<file path="src/rtl/alu_pkg.sv">
// Shared definitions for the sequential ALU: opcode encodings, FSM states and
// the default datapath width.
package alu_pkg;

    localparam int WIDTH_DEF = 16;

    localparam logic [3:0] OP_ADD  = 4'b0000;
    localparam logic [3:0] OP_ADC  = 4'b0001;
    localparam logic [3:0] OP_ADZ  = 4'b0010;
    localparam logic [3:0] OP_ADL  = 4'b0011;
    localparam logic [3:0] OP_NAND = 4'b0100;
    localparam logic [3:0] OP_NDC  = 4'b0101;
    localparam logic [3:0] OP_NDZ  = 4'b0110;
    localparam logic [3:0] OP_ADI  = 4'b0111;
    localparam logic [3:0] OP_SUB  = 4'b1000;
    localparam logic [3:0] OP_MUL  = 4'b1001;

    typedef enum logic {
        IDLE     = 1'b0,
        MUL_BUSY = 1'b1
    } state_e;

    function automatic logic is_cond_carry(input logic [3:0] op);
        return (op == OP_ADC) || (op == OP_NDC);
    endfunction

    function automatic logic is_cond_zero(input logic [3:0] op);
        return (op == OP_ADZ) || (op == OP_NDZ);
    endfunction

endpackage

</file>
<file path="src/rtl/alu_seq_if.sv">
// Request/result handshake bundle between an ALU client and alu_seq.
interface alu_seq_if
    import alu_pkg::*;
#(
    parameter int WIDTH = WIDTH_DEF
) ();

    logic             in_valid;
    logic             in_ready;
    logic [3:0]       alu_control;
    logic [WIDTH-1:0] bus_a;
    logic [WIDTH-1:0] bus_b;
    logic             out_valid;
    logic             out_ready;
    logic [WIDTH-1:0] out_alu;
    logic             out_wr_en;
    logic             carry_flag;
    logic             zero_flag;
    logic             busy;

    modport master (
        output in_valid, alu_control, bus_a, bus_b, out_ready,
        input  in_ready, out_valid, out_alu, out_wr_en, carry_flag, zero_flag, busy
    );

    modport slave (
        input  in_valid, alu_control, bus_a, bus_b, out_ready,
        output in_ready, out_valid, out_alu, out_wr_en, carry_flag, zero_flag, busy
    );

endinterface

</file>
<file path="src/rtl/alu_mul_seq.sv">
// Radix-2 shift-add multiplier: operands latched on start, one partial product
// per clock, done asserted once WIDTH iterations have been accumulated.
module alu_mul_seq #(
    parameter int WIDTH = 16
) (
    input  logic               clk,
    input  logic               reset_n,
    input  logic               start_i,
    input  logic [WIDTH-1:0]   a_i,
    input  logic [WIDTH-1:0]   b_i,
    output logic               done_o,
    output logic [2*WIDTH-1:0] product_o
);

    localparam int CW = $clog2(WIDTH + 1);
    localparam logic [CW-1:0] LAST = CW'(WIDTH);

    logic [2*WIDTH-1:0] mcand_q, mcand_d;
    logic [2*WIDTH-1:0] acc_q, acc_d;
    logic [WIDTH-1:0]   mplier_q, mplier_d;
    logic [CW-1:0]      count_q, count_d;
    logic               running_q, running_d;

    always_comb begin
        mcand_d   = mcand_q;
        acc_d     = acc_q;
        mplier_d  = mplier_q;
        count_d   = count_q;
        running_d = running_q;
        if (start_i) begin
            mcand_d   = {{WIDTH{1'b0}}, a_i};
            acc_d     = '0;
            mplier_d  = b_i;
            count_d   = '0;
            running_d = 1'b1;
        end else if (running_q) begin
            if (count_q == LAST) begin
                // Result is consumed by the parent on this edge.
                running_d = 1'b0;
            end else begin
                acc_d    = mplier_q[0] ? (acc_q + mcand_q) : acc_q;
                mcand_d  = mcand_q << 1;
                mplier_d = mplier_q >> 1;
                count_d  = count_q + 1'b1;
            end
        end
    end

    always_ff @(posedge clk) begin
        if (!reset_n) begin
            mcand_q   <= '0;
            acc_q     <= '0;
            mplier_q  <= '0;
            count_q   <= '0;
            running_q <= 1'b0;
        end else begin
            mcand_q   <= mcand_d;
            acc_q     <= acc_d;
            mplier_q  <= mplier_d;
            count_q   <= count_d;
            running_q <= running_d;
        end
    end

    assign done_o    = running_q && (count_q == LAST);
    assign product_o = acc_q;

endmodule

</file>
<file path="src/rtl/alu_seq.sv">
// Sequential ALU with valid/ready request and result handshakes, a registered
// carry/zero CCR, conditional ops and an optional multi-cycle multiply.
module alu_seq
    import alu_pkg::*;
#(
    parameter int WIDTH  = WIDTH_DEF,
    parameter bit MUL_EN = 1'b1
) (
    input logic       clk,
    input logic       reset_n,
    alu_seq_if.slave  bus
);

    state_e state_q, state_d;

    logic             out_valid_q, out_valid_d;
    logic [WIDTH-1:0] out_alu_q, out_alu_d;
    logic             out_wr_en_q, out_wr_en_d;
    logic             carry_q, carry_d;
    logic             zero_q, zero_d;

    logic             in_ready;
    logic             busy;
    logic             accept;
    logic             mul_start;
    logic             mul_done;
    logic [2*WIDTH-1:0] mul_product;

    logic [3:0]       op;
    logic [WIDTH-1:0] a;
    logic [WIDTH-1:0] b;

    logic             op_is_mul;
    logic             op_legal;
    logic             cond_ok;
    logic             exec;
    logic [WIDTH:0]   sum_add;
    logic [WIDTH:0]   sum_adl;
    logic [WIDTH-1:0] nand_res;
    logic [WIDTH-1:0] diff;
    logic [WIDTH-1:0] res;
    logic             res_carry;

    assign op     = bus.alu_control;
    assign a      = bus.bus_a;
    assign b      = bus.bus_b;
    assign accept = bus.in_valid && in_ready;

    // Opcode decode; conditions read the registered CCR, which already
    // reflects the previous op because flags load with its result.
    always_comb begin
        op_is_mul = MUL_EN && (op == OP_MUL);
        op_legal  = (op <= OP_SUB) || op_is_mul;
        cond_ok   = 1'b1;
        if (is_cond_carry(op)) begin
            cond_ok = carry_q;
        end else if (is_cond_zero(op)) begin
            cond_ok = zero_q;
        end
        exec = op_legal && cond_ok;
    end

    assign sum_add  = {1'b0, a} + {1'b0, b};
    assign sum_adl  = {1'b0, a} + {1'b0, b[WIDTH-2:0], 1'b0};
    assign nand_res = ~(a & b);
    assign diff     = a - b;

    always_comb begin
        res       = sum_add[WIDTH-1:0];
        res_carry = sum_add[WIDTH];
        case (op)
            OP_ADL: begin
                res       = sum_adl[WIDTH-1:0];
                res_carry = sum_adl[WIDTH];
            end
            OP_NAND, OP_NDC, OP_NDZ: begin
                res       = nand_res;
                res_carry = carry_q;
            end
            OP_SUB: begin
                res       = diff;
                res_carry = (a >= b);
            end
            default: ;
        endcase
    end

    // FSM: state register
    always_ff @(posedge clk) begin
        if (!reset_n) begin
            state_q <= IDLE;
        end else begin
            state_q <= state_d;
        end
    end

    // FSM: next-state logic
    always_comb begin
        state_d = state_q;
        case (state_q)
            IDLE:     if (accept && op_is_mul) state_d = MUL_BUSY;
            MUL_BUSY: if (mul_done) state_d = IDLE;
            default:  state_d = IDLE;
        endcase
    end

    // FSM: outputs
    always_comb begin
        busy     = (state_q == MUL_BUSY);
        in_ready = (state_q == IDLE) && (!out_valid_q || bus.out_ready);
    end

    // Result register and CCR next-state
    always_comb begin
        out_valid_d = out_valid_q && !bus.out_ready;
        out_alu_d   = out_alu_q;
        out_wr_en_d = out_wr_en_q;
        carry_d     = carry_q;
        zero_d      = zero_q;
        mul_start   = 1'b0;
        if (accept) begin
            if (op_is_mul) begin
                mul_start = 1'b1;
            end else begin
                out_valid_d = 1'b1;
                if (exec) begin
                    out_alu_d   = res;
                    out_wr_en_d = 1'b1;
                    carry_d     = res_carry;
                    zero_d      = (res == '0);
                end else begin
                    out_alu_d   = '0;
                    out_wr_en_d = 1'b0;
                end
            end
        end else if ((state_q == MUL_BUSY) && mul_done) begin
            out_valid_d = 1'b1;
            out_alu_d   = mul_product[WIDTH-1:0];
            out_wr_en_d = 1'b1;
            carry_d     = |mul_product[2*WIDTH-1:WIDTH];
            zero_d      = (mul_product[WIDTH-1:0] == '0);
        end
    end

    always_ff @(posedge clk) begin
        if (!reset_n) begin
            out_valid_q <= 1'b0;
            out_alu_q   <= '0;
            out_wr_en_q <= 1'b0;
            carry_q     <= 1'b0;
            zero_q      <= 1'b0;
        end else begin
            out_valid_q <= out_valid_d;
            out_alu_q   <= out_alu_d;
            out_wr_en_q <= out_wr_en_d;
            carry_q     <= carry_d;
            zero_q      <= zero_d;
        end
    end

    generate
        if (MUL_EN) begin : g_mul
            alu_mul_seq #(
                .WIDTH (WIDTH)
            ) u_mul (
                .clk       (clk),
                .reset_n   (reset_n),
                .start_i   (mul_start),
                .a_i       (a),
                .b_i       (b),
                .done_o    (mul_done),
                .product_o (mul_product)
            );
        end else begin : g_no_mul
            logic unused_mul_start;
            assign unused_mul_start = mul_start;
            assign mul_done         = 1'b0;
            assign mul_product      = '0;
        end
    endgenerate

    assign bus.in_ready   = in_ready;
    assign bus.busy       = busy;
    assign bus.out_valid  = out_valid_q;
    assign bus.out_alu    = out_alu_q;
    assign bus.out_wr_en  = out_wr_en_q;
    assign bus.carry_flag = carry_q;
    assign bus.zero_flag  = zero_q;

endmodule

</file>
<file path="src/flat_wrapper.sv">
// flat-port wrapper written by rule: the top's interface ports become plain ports
module alu_seq_flat import alu_pkg::*;
#(
    parameter int WIDTH  = WIDTH_DEF,
    parameter bit MUL_EN = 1'b1
)
  (clk, reset_n, bus_in_valid, bus_alu_control, bus_bus_a, bus_bus_b, bus_out_ready, bus_in_ready, bus_out_valid, bus_out_alu, bus_out_wr_en, bus_carry_flag, bus_zero_flag, bus_busy);
  alu_seq_if #(.WIDTH(WIDTH)) bus_i ();
  input logic clk;
  input logic reset_n;
  input wire logic [$bits(bus_i.in_valid)-1:0] bus_in_valid;
  input wire logic [$bits(bus_i.alu_control)-1:0] bus_alu_control;
  input wire logic [$bits(bus_i.bus_a)-1:0] bus_bus_a;
  input wire logic [$bits(bus_i.bus_b)-1:0] bus_bus_b;
  input wire logic [$bits(bus_i.out_ready)-1:0] bus_out_ready;
  output wire logic [$bits(bus_i.in_ready)-1:0] bus_in_ready;
  output wire logic [$bits(bus_i.out_valid)-1:0] bus_out_valid;
  output wire logic [$bits(bus_i.out_alu)-1:0] bus_out_alu;
  output wire logic [$bits(bus_i.out_wr_en)-1:0] bus_out_wr_en;
  output wire logic [$bits(bus_i.carry_flag)-1:0] bus_carry_flag;
  output wire logic [$bits(bus_i.zero_flag)-1:0] bus_zero_flag;
  output wire logic [$bits(bus_i.busy)-1:0] bus_busy;
  assign bus_i.in_valid = bus_in_valid;
  assign bus_i.alu_control = bus_alu_control;
  assign bus_i.bus_a = bus_bus_a;
  assign bus_i.bus_b = bus_bus_b;
  assign bus_i.out_ready = bus_out_ready;
  assign bus_in_ready = bus_i.in_ready;
  assign bus_out_valid = bus_i.out_valid;
  assign bus_out_alu = bus_i.out_alu;
  assign bus_out_wr_en = bus_i.out_wr_en;
  assign bus_carry_flag = bus_i.carry_flag;
  assign bus_zero_flag = bus_i.zero_flag;
  assign bus_busy = bus_i.busy;
  alu_seq #(.WIDTH(WIDTH), .MUL_EN(MUL_EN)) u_core (.clk(clk), .reset_n(reset_n), .bus(bus_i));
endmodule
</file>
<file path="config.mk">
export PLATFORM = sky130hd
export DESIGN_NAME = alu_seq_flat
export DESIGN_NICKNAME = d
export VERILOG_FILES = /design/src/rtl/alu_pkg.sv /design/src/rtl/alu_seq_if.sv /design/src/rtl/alu_mul_seq.sv /design/src/rtl/alu_seq.sv /design/src/flat_wrapper.sv
export SDC_FILE = /design/constraint.sdc
export NUM_CORES = 1
export LEC_CHECK = 0
export ABC_AREA = 1
export CORE_AREA = 3 3 125 127
export CTS_CLUSTER_DIAMETER = 120
export DETAILED_ROUTE_END_ITERATION = 7
export DIE_AREA = 0 0 128 130
export HOLD_SLACK_MARGIN = 0.05
export PLACE_DENSITY_LB_ADDON = 0.2
export SYNTH_ARGS = -nofsm -noshare
export SYNTH_HDL_FRONTEND = slang
export SYNTH_SLANG_ARGS = --single-unit
</file>
<file path="constraint.sdc">
create_clock -name clk -period 6.1 [get_ports clk]
set_input_delay 1.22 -clock clk [delete_from_list [all_inputs] [get_ports clk]]
set_output_delay 1.22 -clock clk [all_outputs]
set_load 0.01 [all_outputs]
</file>
[Yosys cells after proc, flatten, opt, wreduce, memory -nomap -nowiden]
Cells that the tools add are included.
Operators by class
  $add $sub $neg: 5
  $lt $le $gt $ge: 2
  eq/ne operators: 13
  muxes and demuxes: 37
  bitwise operators: 5
  reduce and logical (&&, ||, !) cells: 26
Operator list (number)
  $mux 16: 10
  $pmux 16 s3: 1
  $add 16x16->17: 2
  $add 32x32->32: 1
  $logic_not 16->1: 2
  $mux 1: 24
  $and 16x16->16: 1
  $ge 16x16->1: 1
  $not 16->16: 1
  $reduce_or 16->1: 1
  $sub 16x16->16: 1
  $eq 4x3->1 const B: 3
  $eq 4x2->1 const B: 2
  $eq 4x4->1 const B: 2
  $ne 2x2->1 const B: 4
  $logic_and 1x1->1: 7
  $reduce_and 2->1: 3
  $reduce_and 3->1: 2
  $add 5x1->5 const B: 1
  $eq 5x5->1 const B: 1
  $eq 4x1->1 const B: 1
  $le 4x4->1 const B: 1
  $logic_or 1x1->1: 4
  $reduce_and 4->1: 1
  7 further kinds: 11
Storage, ports and cells
  register bits: 107
  input bits: 40
  word-level logic and storage cells: 100

[Longest topological paths before layout]
Gate-level depths: netlist (run 1).
  depth after elaboration: 8
  depth in mapped cells: 19

[Hierarchy]
Synthesis (run 1) repeated with hierarchy kept, for this count alone.
Second synthesis, totals
  cell total of the unflattened synthesis: 1758
  area total of the unflattened synthesis: 10257.3 sq um
Modules (own cells, without submodules)
  alu_mul_seq: times used 1, cells an instance 924, area each 5765.5 sq um
  alu_seq: times used 1, cells an instance 834, area each 4491.8 sq um

[Worst setup path before layout (run 1)]
Ideal clock, no wire load.
  path type: input port to flip-flop
  start point: input bus_bus_b[0]
  end point: register u_core.zero_q, in the netlist u_core.bus.zero_flag
  setup time: 66 ps
  arrival: 2895 ps
  slack: 3139 ps
  stages: 12
  path buffers: 0
  cell sequence: ha_1 > fa_1 > or2_2 > a31oi_1 > nand3_2 > nor2_1 > nand3_1 > nor2_1 > nand3_1 > nor2_1 > nand2_1 > a21oi_2
Between the ends
  cells in the longest elaborated chain, start to end: 7
  elaborated cells between the ends (all ways): 10
Ends and longest elaborated chain
  start: declaration: line flat_wrapper.sv:14  | input wire logic [$bits(bus_i.bus_b)-1:0] bus_bus_b;
  branches (longest 2 deep; another with $add 16x16->17)
  $pmux 16 s3 (*): line alu_seq.sv:71  | case (op)
  $logic_not 16->1 (*): line alu_seq.sv:130  | zero_d = (res == '0);
  $mux 1 (*): line alu_seq.sv:126  | if (exec) begin
  $mux 1 (*): line alu_seq.sv:122  | if (op_is_mul) begin
  $mux 1 (*): line alu_seq.sv:121  | if (accept) begin
  end signal: assignment: line alu_seq.sv:157  | zero_q <= zero_d;
  end: declaration: line alu_seq.sv:20  | logic zero_q, zero_d;
Mark *: on every way between the ends. The select of a mux whose other input is x is not followed.
A chain may end at the register's enable or synchronous reset.

[Worst setup path in the final report (run 1)]
  start point: input bus_out_ready
  end point: register u_core.g_mul.u_mul.mplier_q[5]
Between the ends
  cells in the longest elaborated chain, start to end: 6
  elaborated cells between the ends (all ways): 8
Ends and longest elaborated chain
  start: declaration: line flat_wrapper.sv:15  | input wire logic [$bits(bus_i.out_ready)-1:0] bus_out_ready;
  $logic_or 1x1->1 (*): line alu_seq.sv:110  | in_ready = (state_q == IDLE) && (!out_valid_q || bus.out_ready);
  $logic_and 1x1->1 (*): line alu_seq.sv:110
  $logic_and 1x1->1 (*): line alu_seq.sv:47  | assign accept = bus.in_valid && in_ready;
  $mux 1 (*): line alu_seq.sv:121
  $ne 2x2->1 (no source line) / $reduce_bool 2->1 (equally long branches)
  $reduce_and 2->1 (no source line)
  end signal: assignment: line alu_mul_seq.sv:59  | mplier_q <= mplier_d;
  end: declaration: line alu_mul_seq.sv:20  | logic [WIDTH-1:0] mplier_q, mplier_d;
Every way passes the cells marked *; elsewhere a longest branch is shown, timed or not.

==> results.py, run 1 <==
metrics = {
    "grt": {
        "overflow": 0,
        "grt_pass1_wl_um": 48700,
        "grt_max_degree": 39,
        "antenna_found_initial": 0,
        "grtUsageTotal_pct": 36.6,
        "grt_pass1_vias": 9455,
    },
    "cts": {
        "ctsRootBufferMaster": "clkbuf_16",
        "cts-buffers-inserted": 9,
        "postCtsSetupBuffers": 0,
        "tritoncts": "yes",
        "cts-htree-levels": 3,
        "clock_path_buffers": 2,
        "cts_resized": 0,
        "cts_sinks": 107,
        "hold_buffers": 0,
        "insertion_delay_ps": 360,
        "clk_pin_slew_ps": 80,
    },
    "placed_design": {
        "port_buffers": 61,
        "hpwl_um": 24200,
        "globalplace.congestion": 1.02,
    },
    "timing": {
        "finalSetupViolations": 0,
        "finalClockSkew_ps": 7.22,
        "worst_slew_pin_slew_ps": 1120,
        "max-slew-margin-rel_pct": 25.2,
        "min_period_over_period_pct": 62.7,
        "min_period_ps": 3830,
        "maxSlewViolCount": 0,
        "tns_ps": 0,
        "max_freq_ghz": 0.261,
        "rsz0062_at_grt": "false",
        "finalHoldViolations": 0,
    },
    "setup_path": {
        "endpoint_kind": "register",
        "slowest_delay_ps": 890,
        "cp_common_cell": "nand2_1",
        "cp-start-kind": "primary input",
        "crit_required_ps": 6370,
        "critPathKind": "in2reg",
        "path_cells": "clkdlybuf4s50_1 > inv_1 > nand2_1 > nand2_1 > nor2_1 > inv_1 > nor2_4 > buf_4 > nor2_1 > nand2_1 > a31oi_1",
        "critical_path_arrival_ps": 4100,
        "crit_path_top_delay_cell": "nor2_1",
        "path_max_fanout": 34,
    },
    "layout": {
        "drive_gt1_share_pct": 3.20,
        "diodes": 0,
        "fillers": 1320,
        "seq_area_um2": 2140,
        "final_nets": 1713,
        "multiInputGateArea_um2": 6250,
        "syn2layout_area_growth_pct": 10.2,
    },
    "routing": {
        "drc": 0,
        "wl_per_cell_um": 17.4,
        "dr.pass1.iters": 6,
        "vias": 10700,
        "postRouteAntennaNets": 0,
        "via_per_inst": 6.02,
        "drt_iter0_drc": 1079,
        "totalWireLength_um": 30900,
    },
    "power_and_ir_drop": {
        "power_density_nw_per_um2": 172,
        "leakage_nw": 5.15,
        "power.total_mw": 1.80,
        "vdd_drop_max_uv": 145,
    },
    "floorplanning": {
        "die_y_um": 130,
        "die_w_um": 128,
        "initial_core_util_pct": 65.4,
        "rows": 44,
        "dieArea_um2": 16600,
        "pin_count": 62,
        "core_um2": 14500,
    },
    "logic_synthesis": {
        "synth_top_area_share_pct": 22.5,
        "synth-seq-cells": 107,
        "syn-cell-area_um2": 9500,
        "synth_fp_nets": 1687,
        "yosys-top-cells-area": "dfxtp_1, nand2_1, ha_1",
        "ys_seq_area_share_pct": 22.5,
        "syn-mean-instance-area_um2": 6.08,
        "ys_types": 48,
        "synth_warnings": 0,
        "syn_inst": 1562,
        "post-synth-top-area-cell": "dfxtp_1",
    },
    "min_path": {
        "hold_path.class": "reg2reg",
    },
    "job": {
        "maxCapViolations": 0,
    },
    "run_status": {
        "status": "complete, no violations",
    },
}
## where the power goes
group	switching [mW]	internal (mW)
clock	0.297	0.301
sequential	0.0107	0.713
combinational	0.315	0.165
total	0.623	1.18
## per-stage QoR
stage	hold slack (ps)	worst slack, ps	util (%)	area, um^2	cells
6_report	473	2270	72.1	10500	1777
3_3_place_gp	453	2050	70.0	10200	1761
5_1_grt	507	2030	72.1	10500	1777
3_5_place_dp	458	2020	70.0	10200	1761
4_1_cts	470	2350	72.1	10500	1777
2_1_floorplan	439	3140	-	9500	1562
## layout by cell type (no fill, tap or decap), types with 2 or more instances in the layout
cell / netlist / layout
nor2_4: 3 / 4
o21a_1: 5 / 5
and3_1: 4 / 4
nor3_1: 12 / 12
a21oi_1: 163 / 163
clkbuf_16: 0 / 9
nand3b_1: 11 / 11
clkdlybuf4s50_1: 0 / 61
buf_4: 0 / 7
xnor2_1: 4 / 4
nand2_2: 3 / 3
o21ai_1: 5 / 5
xor2_1: 15 / 15
fa_1: 4 / 4
o31ai_1: 3 / 3
nand2_4: 2 / 2
nor2_2: 5 / 6
o211ai_1: 6 / 6
a31oi_1: 20 / 20
o21ai_0: 99 / 99
nor2_1: 100 / 98
a211oi_1: 2 / 2
or2_2: 5 / 5
inv_8: 1 / 3
ha_1: 81 / 81
o21bai_1: 11 / 11
a21boi_0: 3 / 3
inv_2: 2 / 2
nand3_1: 131 / 131
dfxtp_1: 107 / 107
nor4_1: 10 / 10
nand3_2: 3 / 3
a221oi_1: 2 / 2
nand2_1: 415 / 415
nand4_1: 23 / 23
o221ai_1: 4 / 4
a21o_1: 5 / 5
inv_1: 232 / 232
## layout make-up
cell class / count / area share [%]
inverters: 236 / 8.53
well taps: 184 / 2.20
clock inverters: 5 / 0.538
multi-input cells: 1166 / 59.6
repair buffers: 68 / 6.33
clock buffers: 11 / 2.32
flip-flops and latches: 107 / 20.5
## registers in the layout, summed over array words and instances, names as in the netlist
register                      cells
u_core.bus.out_alu               16
u_core.bus.out_wr_en              1
u_core.bus.out_valid              1
u_core.g_mul.u_mul.count_q        5
u_core.g_mul.u_mul.mplier_q      16
u_core.bus.carry_flag             1
u_core.g_mul.u_mul.product_o     32
u_core.g_mul.u_mul.running_q      1
u_core.g_mul.u_mul.mcand_q       32
u_core.bus.busy                   1
u_core.bus.zero_flag              1
## path summary, 6_finish.rpt
check	startpoint	to	slack (ps)	cells after the start
worst min register to register	u_core.g_mul.u_mul.mplier_q[1]	u_core.g_mul.u_mul.mplier_q[0]	470	2
worst max register to register	u_core.g_mul.u_mul.count_q[0]	u_core.g_mul.u_mul.count_q[4]	2660	10
worst max-delay path	bus_out_ready	u_core.g_mul.u_mul.mplier_q[5]	2270	11
worst min-delay path	u_core.g_mul.u_mul.mplier_q[1]	u_core.g_mul.u_mul.mplier_q[0]	470	2
## critical path, delay by kind of cell
kind            cells  cell delay [ps]
buf+inv             4             1290
simple gates        6             1330
compound gates      1              250
## cells in the mapped netlist, drive strengths merged
cell    number
a21oi      164
a211oi       2
o31ai        3
nand2      421
nor4        10
o21ai      105
a21o         5
o221ai       4
nor2       108
o21a         5
nand4       23
ha          81
nor3        12
clkinv       1
xnor2        4
clkbuf      29
a221oi       2
a21boi       4
inv        235
xor2        15
o311ai       1
nand3      134
fa           4
o211ai       6
or2          6
and3         4
a31oi       20
nand3b      11
o21bai      11
dfxtp      107
buf         24
a41oi        1
## logic make-up after synthesis
kind of cell | synth area share (%)
xor gates and xnor gates | 1.75
DFF | 22.5
and+or+nand+nor | 33.2
AOI/OAI and AO/OA | 19.1
buffers and inverters | 11.8
adders and majority gates | 11.5
## routing by layer
metal | GRT usage (%) | up-vias | share of wire [%]
met4 | 11.3 | 0 | 3.0
met2 | 57.0 | 530 | 43
met5 | 0 | - | 0
met1 | 52.1 | 4901 | 44
met3 | 6.14 | 77 | 9.4
li1 | - | 5185 | -
No activity file was read; power rests on OpenSTA's default activity.
==> inputs of run 2 (changes only) <==
--- a/config.mk
+++ b/config.mk
@@ -6,10 +6,10 @@
 export NUM_CORES = 1
 export LEC_CHECK = 0
 export ABC_AREA = 1
-export CORE_AREA = 3 3 125 127
+export CORE_AREA = 3 3 136 138
 export CTS_CLUSTER_DIAMETER = 120
 export DETAILED_ROUTE_END_ITERATION = 7
-export DIE_AREA = 0 0 128 130
+export DIE_AREA = 0 0 139 141
 export HOLD_SLACK_MARGIN = 0.05
 export PLACE_DENSITY_LB_ADDON = 0.2
 export SYNTH_ARGS = -nofsm -noshare
==> constraint.sdc (replaced) <==
create_clock -name clk -period 3.4 [get_ports clk]
set_input_delay 0.68 -clock clk [delete_from_list [all_inputs] [get_ports clk]]
set_output_delay 0.68 -clock clk [all_outputs]
set_load 0.01 [all_outputs]
==> run 2 against run 1 <==
Compared with the run above:
- clock-buffer cell count down 2
- final area up 4.2%
- clock skew up 7.7 ps
- first-iteration DRC count down 18%
- critical path type unchanged
- die area up 18%
- via count down 1.4%
- global-route usage down 5.4 points
- largest cell class unchanged
- non-clock buffer count up 48
- total power up 83%
- wire length up 1.6%
- largest power group unchanged
==> results.py, run 2 (synthesis results as in run 1) <==
metrics = {
    "power_and_ir_drop": {
        "power_density_nw_per_um2": 302,
        "vdd_drop_max_uv": 263,
        "leakage_nw": 5.38,
        "power.total_mw": 3.30,
    },
    "cts": {
        "cts-htree-levels": 3,
        "tritoncts": "yes",
        "cts_resized": 0,
        "clock_path_buffers": 2,
        "cts_sinks": 107,
        "hold_buffers": 0,
        "postCtsSetupBuffers": 0,
        "cts-buffers-inserted": 9,
        "insertion_delay_ps": 360,
        "ctsRootBufferMaster": "clkbuf_16",
        "clk_pin_slew_ps": 80,
    },
    "timing": {
        "min_period_ps": 3180,
        "finalClockSkew_ps": 15.0,
        "rsz0062_at_grt": "false",
        "finalSetupViolations": 0,
        "holdWs_ps": 475,
        "worst_slew_pin_slew_ps": 1020,
        "min_period_over_period_pct": 93.6,
        "maxSlewViolCount": 0,
        "finalHoldViolations": 0,
        "max_freq_ghz": 0.314,
        "max-slew-margin-rel_pct": 32.0,
    },
    "layout": {
        "final_cell_mix": "nand2_1, inv_1, a21oi_1",
        "seq_area_um2": 2140,
        "fillers": 1703,
        "multiInputGateArea_um2": 6250,
        "syn2layout_area_growth_pct": 14.8,
        "final_nets": 1761,
        "drive_gt1_share_pct": 6.15,
        "final_common_cell": "nand2_1",
        "diodes": 0,
    },
    "routing": {
        "drt_iter0_drc": 885,
        "vias": 10500,
        "drc": 0,
        "via_per_inst": 5.65,
        "postRouteAntennaNets": 0,
        "wl_per_cell_um": 16.8,
        "dr.pass1.iters": 5,
        "totalWireLength_um": 31400,
    },
    "setup_path": {
        "critPathKind": "in2reg",
        "reg2reg_slack_ps": 510,
        "cp-start-kind": "primary input",
        "critical_path_arrival_ps": 3480,
        "crit_required_ps": 3700,
        "path_max_fanout": 4,
        "endpoint_kind": "register",
    },
    "floorplanning": {
        "pin_count": 62,
        "dieArea_um2": 19600,
        "die_w_um": 139,
        "initial_core_util_pct": 54.9,
        "rows": 48,
        "core_um2": 17300,
        "die_y_um": 141,
    },
    "job": {
        "maxCapViolations": 0,
    },
    "grt": {
        "grt_pass1_wl_um": 49400,
        "grt_max_degree": 36,
        "antenna_found_initial": 0,
        "overflow": 0,
        "grt_pass1_vias": 9665,
        "grtUsageTotal_pct": 31.2,
    },
    "placed_design": {
        "globalplace.congestion": 0.991,
        "hpwl_um": 25100,
        "port_buffers": 61,
    },
    "run_status": {
        "status": "complete, no violations",
    },
    "min_path": {
        "hold_path.class": "reg2reg",
    },
}
[run 2: changes by cell type in the layout (fill, tap and decap cells not counted), sizes merged]
cell and delta:
inv -2, clkinv +2, clkbuf -2, clkinvlp +2, buf +48
[run 2: metrics by stage]
step                      setup TNS [ps]  area [um^2]  cells  worst slack (ps)  util, %
after floorplan                        0         9500   1562               979        -
after global placement             -86.2        10600   1850             -86.2     61.3
after detailed placement           -72.5        10600   1850             -72.5     61.3
after CTS                              0        10900   1866               289     63.1
after global routing                   0        10900   1866              58.1     63.1
final                                  0        10900   1866               216     63.1
[run 2: layer usage]
layer	GRT usage [%]	wire, um
met5	0	0
met4	10.4	935
met3	5.29	2060
met2	51.8	14500
met1	41.3	14000
[run 2: final timing paths]
path	to	from	cells after the start
max	u_core.bus.zero_flag	bus_bus_a[0]	15
min	u_core.g_mul.u_mul.mplier_q[0]	u_core.g_mul.u_mul.mplier_q[1]	2
max reg2reg	u_core.g_mul.u_mul.product_o[24]	u_core.g_mul.u_mul.product_o[0]	14
min reg2reg	u_core.g_mul.u_mul.mplier_q[0]	u_core.g_mul.u_mul.mplier_q[1]	2
[run 2: final cells by class]
class / instances / area share, %
clock buffers: 9 / 2.06
clock inverters: 7 / 0.768
inverters: 236 / 8.19
multi-input cells: 1166 / 57.3
flip-flops and latches: 107 / 19.6
well taps: 225 / 2.58
repair buffers: 116 / 9.50
[run 2: critical path: stages]
cell and delay [ps]:
clkdlybuf4s50_1 540, inv_1 90, ha_1 190, fa_1 460
o21ai_1 300, nand2_1 120, nand2_1 90, nand2_1 50
nand3_1 80, nand4_1 230, nor2_1 260, nand3_1 90
nor2_1 100, nand2_1 80, a21oi_2 110
[run 2: where the power goes]
| group | switching, mW | internal (mW) | total (mW) |
|---|---|---|---|
| combinational | 0.584 | 0.343 | 0.927 |
| sequential | 0.0184 | 1.28 | 1.30 |
| clock | 0.552 | 0.523 | 1.08 |
==> inputs of run 3 (changes only) <==
--- a/config.mk
+++ b/config.mk
@@ -6,12 +6,14 @@
 export NUM_CORES = 1
 export LEC_CHECK = 0
 export ABC_AREA = 1
-export CORE_AREA = 3 3 136 138
+export CAP_MARGIN = 20
+export CORE_AREA = 3 3 140 142
 export CTS_CLUSTER_DIAMETER = 120
 export DETAILED_ROUTE_END_ITERATION = 7
-export DIE_AREA = 0 0 139 141
+export DIE_AREA = 0 0 143 145
 export HOLD_SLACK_MARGIN = 0.05
 export PLACE_DENSITY_LB_ADDON = 0.2
 export SYNTH_ARGS = -nofsm -noshare
 export SYNTH_HDL_FRONTEND = slang
+export SYNTH_HIERARCHICAL = 1
 export SYNTH_SLANG_ARGS = --single-unit
==> run 3 against run 2 <==
Compared with the run above:
- sequential power about the same
- sequential cell count unchanged
- synthesized cell count up 13%
- via count up 9.4%
- cell count up 12%
- critical path depth down 1
- combinational power up 4.9%
- setup slack better by 76 ps
- wire length up 12%
- synthesized area up 7.9%
- clock power down 5%
==> results.py, run 3 <==
metrics = {
    "routing": {
        "vias": 11500,
        "drc": 0,
        "wl_per_cell_um": 16.9,
        "totalWireLength_um": 35300,
        "dr.pass1.iters": 7,
        "drt_iter0_drc": 819,
        "via_per_inst": 5.54,
        "postRouteAntennaNets": 0,
    },
    "logic_synthesis": {
        "syn-mean-instance-area_um2": 5.83,
        "synth_fp_nets": 1883,
        "synthTopCellsByCount": "nand2_1, inv_1, nand3_1",
        "synth.most_common_cell": "nand2_1",
        "ys.flop_type": "dfxtp_1",
        "synth_warnings": 6,
        "synth-seq-cells": 107,
        "post-synth-top-area-cell": "dfxtp_1",
        "synth_top_area_share_pct": 20.9,
        "syn_inst": 1758,
        "ys_types": 45,
        "synth_edf_count": 0,
        "ys_async_sr_fraction_pct": 0,
        "yosys-top-cells-area": "dfxtp_1, nand2_1, inv_1",
        "ys_seq_area_share_pct": 20.9,
        "syn-cell-area_um2": 10300,
    },
    "grt": {
        "grtUsageTotal_pct": 33.7,
        "overflow": 0,
        "grt_max_degree": 34,
        "grt_pass1_wl_um": 55900,
        "grt_pass1_vias": 10900,
        "antenna_found_initial": 1,
    },
    "power_and_ir_drop": {
        "power.total_mw": 3.31,
        "power_density_nw_per_um2": 284,
        "leakage_nw": 5.96,
        "vdd_drop_max_uv": 224,
    },
    "min_path": {
        "hold_path.class": "reg2reg",
    },
    "placed_design": {
        "placed_area_um2": 11400,
        "globalplace.congestion": 0.990,
        "port_buffers": 61,
        "hpwl_um": 29000,
    },
    "timing": {
        "max-slew-margin-rel_pct": 26.4,
        "max_freq_ghz": 0.322,
        "min_period_ps": 3110,
        "maxSlewViolCount": 0,
        "holdWs_ps": 467,
        "finalHoldViolations": 0,
        "finalClockSkew_ps": 11.7,
        "finalSetupViolations": 0,
        "rsz0062_at_grt": "false",
        "min_period_over_period_pct": 91.4,
        "worst_slew_pin_slew_ps": 1090,
    },
    "layout": {
        "syn2layout_area_growth_pct": 13.5,
        "drive_gt1_share_pct": 6.66,
        "final_cell_mix": "nand2_1, inv_1, nand3_1",
        "final_nets": 1967,
        "final_area_um2": 11600,
        "diodes": 0,
        "final_common_cell": "nand2_1",
    },
    "cts": {
        "clock_path_buffers": 2,
        "cts_sinks": 107,
        "clk_pin_slew_ps": 80,
        "cts-htree-levels": 3,
        "postCtsSetupBuffers": 0,
        "insertion_delay_ps": 360,
        "tritoncts": "yes",
        "cts-buffers-inserted": 9,
        "ctsRootBufferMaster": "clkbuf_16",
    },
    "floorplanning": {
        "pin_count": 62,
        "initial_core_util_pct": 55.2,
        "dieArea_um2": 20700,
        "core_um2": 18600,
        "rows": 50,
        "die_w_um": 143,
        "die_y_um": 145,
    },
    "job": {
        "maxCapViolations": 0,
    },
    "setup_path": {
        "critical_path_arrival_ps": 3410,
        "crit_required_ps": 3700,
        "path_max_fanout": 10,
        "cp-start-kind": "primary input",
        "critPathKind": "in2reg",
        "endpoint_kind": "register",
    },
    "run_status": {
        "status": "complete, no violations",
    },
}
## run 3: changes by cell type in the layout (fill, tap and decap cells not counted), moves of 11 or more
cell     delta
o21ai_0    -28
nand3_1    +49
o21a_1     +11
a21oi_1    -54
nand2_1   +120
inv_1      +47
nor2_1     +53
## run 3: cells by family after synthesis
| kind of cell | Yosys count | share of synthesized area (%) |
|---|---|---|
| and+or+nand+nor | 956 | 39.9 |
| adders and majority gates | 85 | 10.7 |
| AOI/OAI and AO/OA | 256 | 14.0 |
| DFF | 107 | 20.9 |
| xor gates and xnor gates | 16 | 1.37 |
| buffers and inverters | 338 | 13.2 |
## run 3: per-stage QoR
stage / setup slack [ps] / TNS [ps] / instances / util (%)
finish: 292 / 0 / 2081 / 62.7
global route: 143 / 0 / 2081 / 62.7
CTS: 318 / 0 / 2081 / 62.7
detailed placement: -43.8 / -43.8 / 2065 / 61.1
global placement: -50.2 / -50.2 / 2064 / 61.0
floorplan: 983 / 0 / 1758 / -
## run 3: timing repair
| item | CTS | global route |
|---|---|---|
| resized for setup | 0 | 1 |
| hold buffers | 0 | 0 |
| setup endpoints to repair | 0 | 1 |
## run 3: per-layer routing
layer,up-vias,part of all wire [%],global-route usage [%]
li1,5803,-,-
met1,5262,39,38.9
met2,353,50,60.4
met3,107,4.6,3.79
met4,2,5.6,17.2
met5,-,0.026,0
## run 3: final timing paths
path	from	to	slack, ps	depth (start not counted)
worst max-delay path	bus_bus_a[10]	u_core/bus.zero_flag	290	14
worst min register to register	u_core/g_mul.u_mul/mplier_q[15]	u_core/g_mul.u_mul/mplier_q[15]	470	2
worst min-delay path	u_core/g_mul.u_mul/mplier_q[15]	u_core/g_mul.u_mul/mplier_q[15]	470	2
worst max register to register	u_core/g_mul.u_mul/product_o[0]	u_core/g_mul.u_mul/product_o[16]	1020	10
## run 3: critical path: stages
cell and delay [ps]:
clkdlybuf4s50_1 540, ha_1 610, nand2_1 220, nor2_1 270
nand3_1 180, nand3_1 100, nand2_1 50, nand3_1 70
nand3_1 120, nor2_1 160, nand2_1 80, nor2_2 120
nand3_2 80, a21oi_2 110
## run 3: layout make-up
type / count / area [um^2]
Clock buffer: 10 / 229
Clock inverter: 6 / 57.6
Fill cell: 1814 / 6930
Inverter: 291 / 1100
Multi-Input combinational cell: 1313 / 6760
Sequential cell: 107 / 2140
Tap cell: 234 / 293
Timing Repair Buffer: 120 / 1060
## run 3: power by group
group / switching [mW] / internal (mW)
combinational: 0.609 / 0.363
clock: 0.513 / 0.515
sequential: 0.0250 / 1.28
